--- config.mk ---
export PLATFORM = sky130hd
export DESIGN_NAME = echo_ranger_flat
export DESIGN_NICKNAME = d
export VERILOG_FILES = /design/src/rtl/echo_ranger_if.sv /design/src/rtl/echo_ranger.sv /design/src/flat_wrapper.sv
export SDC_FILE = /design/constraint.sdc
export NUM_CORES = 1
export LEC_CHECK = 0
export ABC_AREA = 1
export CORE_ASPECT_RATIO = 0.7
export CORE_MARGIN = 2
export CORE_UTILIZATION = 35
export DETAILED_ROUTE_END_ITERATION = 10
export REMOVE_ABC_BUFFERS = 1
export SYNTH_ARGS = -nofsm -noshare
export SYNTH_HDL_FRONTEND = slang
export SYNTH_SLANG_ARGS = --single-unit
--- constraint.sdc ---
create_clock -name clk -period 2.1 [get_ports clk]
set_input_delay 0.21 -clock clk [delete_from_list [all_inputs] [get_ports clk]]
set_output_delay 0.21 -clock clk [all_outputs]
set_load 0.1 [all_outputs]
--- src/rtl/echo_ranger_if.sv ---
// rtl/echo_ranger_if.sv - handshake and result signals between controller and ranger
// The master side arms measurements and drives echo; the slave side is the ranger.
interface echo_ranger_if;
  logic       start;
  logic       echo;
  logic       busy;
  logic       done;
  logic       timeout;
  logic [9:0] distance_cm;

  modport master (
    output start,
    output echo,
    input  busy,
    input  done,
    input  timeout,
    input  distance_cm
  );

  modport slave (
    input  start,
    input  echo,
    output busy,
    output done,
    output timeout,
    output distance_cm
  );
endinterface

--- src/rtl/echo_ranger.sv ---
// rtl/echo_ranger.sv - ultrasonic echo pulse-width ranger
// Converts a synchronized echo pulse width into whole centimetres by counting without a divider.
module echo_ranger #(
  parameter int CLK_PER_CM = 2900,
  parameter int WAIT_LIMIT = 1500000,
  parameter int ECHO_LIMIT = 1900000
) (
  input  logic            clk,
  input  logic            rst_n,
  echo_ranger_if.slave    bus
);

  localparam int WW = $clog2(WAIT_LIMIT + 1);
  localparam int CW = $clog2(ECHO_LIMIT + 1);
  localparam int SW = $clog2(CLK_PER_CM + 1);

  typedef enum logic [1:0] {
    IDLE,
    WAIT_HIGH,
    MEASURE,
    DONE
  } state_t;

  state_t          r_state;
  logic            r_echo_s1;
  logic            r_echo_s2;
  logic            r_echo_d;
  logic            r_rise;
  logic            r_fall;
  logic [WW-1:0]   r_wait_cnt;
  logic [CW-1:0]   r_cycle_cnt;
  logic [SW-1:0]   r_sub_cnt;
  logic [9:0]      r_cm_cnt;
  logic            r_busy;
  logic            r_done;
  logic            r_timeout;
  logic [9:0]      r_distance;

  logic            w_rise;
  logic            w_fall;
  logic            w_sub_wrap;
  logic [SW-1:0]   w_sub_next;
  logic [9:0]      w_cm_next;

  assign w_rise     = r_echo_s2 & ~r_echo_d;
  assign w_fall     = ~r_echo_s2 & r_echo_d;
  assign w_sub_wrap = (r_sub_cnt == SW'(CLK_PER_CM - 1));
  assign w_sub_next = w_sub_wrap ? '0 : r_sub_cnt + 1'b1;
  assign w_cm_next  = (w_sub_wrap && r_cm_cnt != 10'h3FF) ? r_cm_cnt + 10'd1 : r_cm_cnt;

  // Edge pulses are registered so the rise->MEASURE and fall->DONE paths see
  // identical latency, which makes the MEASURE cycle count equal the pulse width.
  always_ff @(posedge clk) begin
    if (!rst_n) begin
      r_state     <= IDLE;
      r_echo_s1   <= 1'b0;
      r_echo_s2   <= 1'b0;
      r_echo_d    <= 1'b0;
      r_rise      <= 1'b0;
      r_fall      <= 1'b0;
      r_wait_cnt  <= '0;
      r_cycle_cnt <= '0;
      r_sub_cnt   <= '0;
      r_cm_cnt    <= '0;
      r_busy      <= 1'b0;
      r_done      <= 1'b0;
      r_timeout   <= 1'b0;
      r_distance  <= '0;
    end else begin
      r_echo_s1 <= bus.echo;
      r_echo_s2 <= r_echo_s1;
      r_echo_d  <= r_echo_s2;
      r_rise    <= w_rise;
      r_fall    <= w_fall;
      r_done    <= 1'b0;

      case (r_state)
        IDLE: begin
          if (bus.start) begin
            r_state    <= WAIT_HIGH;
            r_busy     <= 1'b1;
            r_wait_cnt <= '0;
          end
        end

        WAIT_HIGH: begin
          r_wait_cnt <= r_wait_cnt + 1'b1;
          if (r_rise) begin
            r_state     <= MEASURE;
            r_cycle_cnt <= '0;
            r_sub_cnt   <= '0;
            r_cm_cnt    <= '0;
          end else if (r_wait_cnt == WW'(WAIT_LIMIT - 1)) begin
            r_state    <= DONE;
            r_done     <= 1'b1;
            r_timeout  <= 1'b1;
            r_distance <= 10'h3FF;
          end
        end

        MEASURE: begin
          // Echo is high for every MEASURE cycle, including the one that sees the fall.
          r_cycle_cnt <= r_cycle_cnt + 1'b1;
          r_sub_cnt   <= w_sub_next;
          r_cm_cnt    <= w_cm_next;
          if (r_fall) begin
            r_state    <= DONE;
            r_done     <= 1'b1;
            r_timeout  <= 1'b0;
            r_distance <= w_cm_next;
          end else if (r_cycle_cnt == CW'(ECHO_LIMIT - 1)) begin
            r_state    <= DONE;
            r_done     <= 1'b1;
            r_timeout  <= 1'b1;
            r_distance <= 10'h3FF;
          end
        end

        DONE: begin
          r_state <= IDLE;
          r_busy  <= 1'b0;
        end

        default: begin
          r_state <= IDLE;
          r_busy  <= 1'b0;
        end
      endcase
    end
  end

  assign bus.busy        = r_busy;
  assign bus.done        = r_done;
  assign bus.timeout     = r_timeout;
  assign bus.distance_cm = r_distance;

endmodule

--- src/flat_wrapper.sv ---
// flat-port wrapper written by rule: the top's interface ports become plain ports
module echo_ranger_flat 
#(
  parameter int CLK_PER_CM = 2900,
  parameter int WAIT_LIMIT = 1500000,
  parameter int ECHO_LIMIT = 1900000
)
  (clk, rst_n, bus_start, bus_echo, bus_busy, bus_done, bus_timeout, bus_distance_cm);
  echo_ranger_if bus_i ();
  input  logic clk;
  input  logic rst_n;
  input wire logic [$bits(bus_i.start)-1:0] bus_start;
  input wire logic [$bits(bus_i.echo)-1:0] bus_echo;
  output wire logic [$bits(bus_i.busy)-1:0] bus_busy;
  output wire logic [$bits(bus_i.done)-1:0] bus_done;
  output wire logic [$bits(bus_i.timeout)-1:0] bus_timeout;
  output wire logic [$bits(bus_i.distance_cm)-1:0] bus_distance_cm;
  assign bus_i.start = bus_start;
  assign bus_i.echo = bus_echo;
  assign bus_busy = bus_i.busy;
  assign bus_done = bus_i.done;
  assign bus_timeout = bus_i.timeout;
  assign bus_distance_cm = bus_i.distance_cm;
  echo_ranger #(.CLK_PER_CM(CLK_PER_CM), .WAIT_LIMIT(WAIT_LIMIT), .ECHO_LIMIT(ECHO_LIMIT)) u_core (.clk(clk), .rst_n(rst_n), .bus(bus_i));
endmodule
==> metrics.yaml <==
outcome:
  status: "complete, no violations"
power:
  vdd_drop_max_v: 0.000599
  power_density_nw_per_um2: 980
  cellLeakagePower_nw: 2.14
  total_power_mw: 5.47
global_routing:
  overflow: 0
  grtUsageTotal: 0.167
  antenna_found_initial: 0
  grt_pass1_vias: 4095
  grt_max_degree: 32
  grt_pass1_wl_microns: 20400
timing:
  fin_skew_ns: 0.00925
  worstMarginPinSlew_ns: 0.447
  hold_violations: 0
  fin_tns_setup_ns: 0
  max_freq_mhz: 531
  maxSlewViolCount: 0
  slew-limit-headroom: 0.702
  period_minus_slack_ns: 1.88
  setup_viol_count_final: 0
  rsz0062_at_grt: "false"
  setup_ws_ns: 0.215
  period_share: 0.898
floorplanning:
  fp-row-count: 36
  die_x_microns: 146
  core_area_sq_um: 13800
  die_h_microns: 103
  pin_count: 17
  fp.dieArea_sq_um: 15000
  start_util: 0.356
routing:
  vias: 4531
  drtAntennaViolNets: 0
  routedWlPerCell_microns: 11.9
  first_iter_violations: 382
  drc: 0
  routed_wl_microns: 11800
  first_pass_iters: 5
  vias_per_cell: 4.58
clock_tree:
  clock_sinks: 84
  cts_inserted_buffers: 9
  root_buffer: "clkbuf_16"
  cts_buffer_depth: 2
  cts.htree.levels: 3
  post_cts_buffers: 0
  cts.repair.resized: 0
  cts_tree: "yes"
  clk_latency_ns: 0.34
  holdBufCountCts: 0
  clkTransAtPathRegs_ns: 0.06
yosys:
  yosysWarnings: 0
  syn-instance-count: 771
  synth-simple-area-share: 0.442
  syn_area_sq_um: 4920
  muxShareOfSynthArea: 0
  synth_top_family_by_area: "simple AND/OR/NAND/NOR gates"
  synthAdderAreaFrac: 0.0203
  synth_cell_type_count: 39
  synth_compound_area_frac: 0.0897
  synth-xor-area-share: 0.0142
  synth.yosys.seq_area_share: 0.342
  syn_area_per_cell_sq_um: 6.38
  ys_seq_elements: 84
worst_setup_path:
  r2r_end: "u_core.r_cycle_cnt[9]"
  crit_start: "u_core.r_state[1]"
  reg2reg_from: "u_core.r_state[1]"
  crit_path_end_kind: "register"
  rr_worst_depth: 10
  crit_type: "reg2reg"
  worst-path-max-fanout: 6
  cp.required_ns: 2.33
  worstPathArrival_ns: 2.11
  setup.worst_path.start_class: "register"
  regToRegSetupSlack_ns: 0.22
min_path:
  holdPathEnd: "u_core.r_echo_s1"
  min_path_cells: 3
  hp-start: "bus_echo"
  hp-class: "in2reg"
finish:
  post-route-util: 0.403
  fillCellCount: 1435
  stdcell_area_sq_um: 5580
  syn_to_final_growth_pct: 13.3
  layout.nets: 809
  seqCellArea_sq_um: 1680
  drive_above_1_share: 0.110
  diodes: 0
  multi_input_area_sq_um: 2790
placed_design:
  dp_hpwl_microns: 8920
  portBuffers: 16
  dp_slack_ns: 0.157
  placed_cell_area_sq_um: 5290
  globalplace.congestion: 0.874
job:
  drv_cap: 0
==> stage by stage <==
| stage | hold slack [ns] | instances |
|---|---|---|
| 2_1_floorplan | 0.303 | 758 |
| 3_3_place_gp | 0.404 | 976 |
| 3_5_place_dp | 0.403 | 976 |
| 4_1_cts | 0.392 | 990 |
| 5_1_grt | 0.417 | 990 |
| 6_report | 0.401 | 990 |
==> worst max-delay path: stages (launching register included) <==
cell and delay [ns]:
dfxtp_1 0.37, inv_1 0.09, ha_1 0.36, nand2_4 0.11, buf_4 0.17, nor2_1 0.12, nand2_1 0.09, nor2_2 0.17
nand2_1 0.09, o21ai_0 0.15, a21oi_1 0.06
==> cell usage after synthesis, drive strengths merged <==
cell type | number | area [sq um]
nor3b | 2 | 15.0
nand3 | 49 | 288
clkbuf | 7 | 46.3
or2 | 2 | 12.5
inv | 96 | 360
nor3 | 21 | 136
nor2 | 127 | 532
and2 | 3 | 18.8
xnor2 | 1 | 8.76
o21ai | 14 | 81.3
buf | 6 | 41.3
nand4 | 27 | 175
ha | 8 | 100
nand2 | 247 | 990
a211oi | 4 | 30.0
and3 | 1 | 6.26
clkinv | 2 | 7.51
dfxtp | 84 | 1680
a31oi | 2 | 12.5
xor2 | 7 | 61.3
a21oi | 59 | 303
o21a | 2 | 15.0
==> cell usage in the layout, fill, tap and decap left out, drive strengths merged, types with 4 or more instances in the layout <==
cell type  instances
nand3             49
nor3              21
a211oi             4
o21ai             14
xor2               7
nor2             127
inv               97
nand4             27
clkbuf            10
nand2            247
a21oi             59
dfxtp             84
buf               25
ha                 8
==> cell type report <==
cell class | instances | area share
clock inverters | 4 | 0.00919
repair buffers | 28 | 0.0390
flip-flops and latches | 84 | 0.302
well taps | 190 | 0.0426
clock buffers | 10 | 0.0410
multi-input cells | 576 | 0.501
inverters | 98 | 0.0659
==> state kept, by name, indices dropped and copies added (netlist names) <==
signal	cells
u_core.r_cycle_cnt	21
u_core.r_wait_cnt	21
u_core.r_sub_cnt	12
u_core.bus.distance_cm	10
u_core.r_cm_cnt	10
u_core.r_state	2
u_core.bus.busy	1
u_core.bus.done	1
u_core.bus.timeout	1
u_core.r_echo_d	1
u_core.r_echo_s1	1
u_core.r_echo_s2	1
u_core.r_fall	1
u_core.r_rise	1
==> metal layers <==
metal | vias up | global-route usage | part of all wire
li1 | 2507 | - | -
met2 | 65 | 0.228 | 0.36
met1 | 1950 | 0.261 | 0.59
met4 | 0 | 0.0385 | 0.0097
met3 | 9 | 0.0360 | 0.034
met5 | - | 0 | 0
==> logic make-up after synthesis <==
| kind of cell | count (synthesis) |
|---|---|
| simple gates | 479 |
| flops | 84 |
| buf+inv | 111 |
| fa+ha+maj | 8 |
| xor+xnor | 8 |
| compound gates | 81 |
==> report_power, final <==
group | switching [mW] | total, mW | internal, mW
clock | 0.643 | 1.55 | 0.911
sequential | 0.0951 | 1.81 | 1.71
combinational | 1.58 | 2.11 | 0.527
==> worst max-delay path by stage <==
stage	end	slack, ns	cells past startpoint
finish	u_core.r_cycle_cnt[9]	0.22	10
global route	u_core.r_cycle_cnt[9]	0.02	10
CTS	u_core.r_cycle_cnt[14]	0.16	10
detailed placement	u_core.r_cycle_cnt[14]	0.16	10
global placement	u_core.r_cycle_cnt[14]	0.21	10
floorplan	u_core.r_sub_cnt[0]	0.18	9
Power figures use the tool's default switching activity.
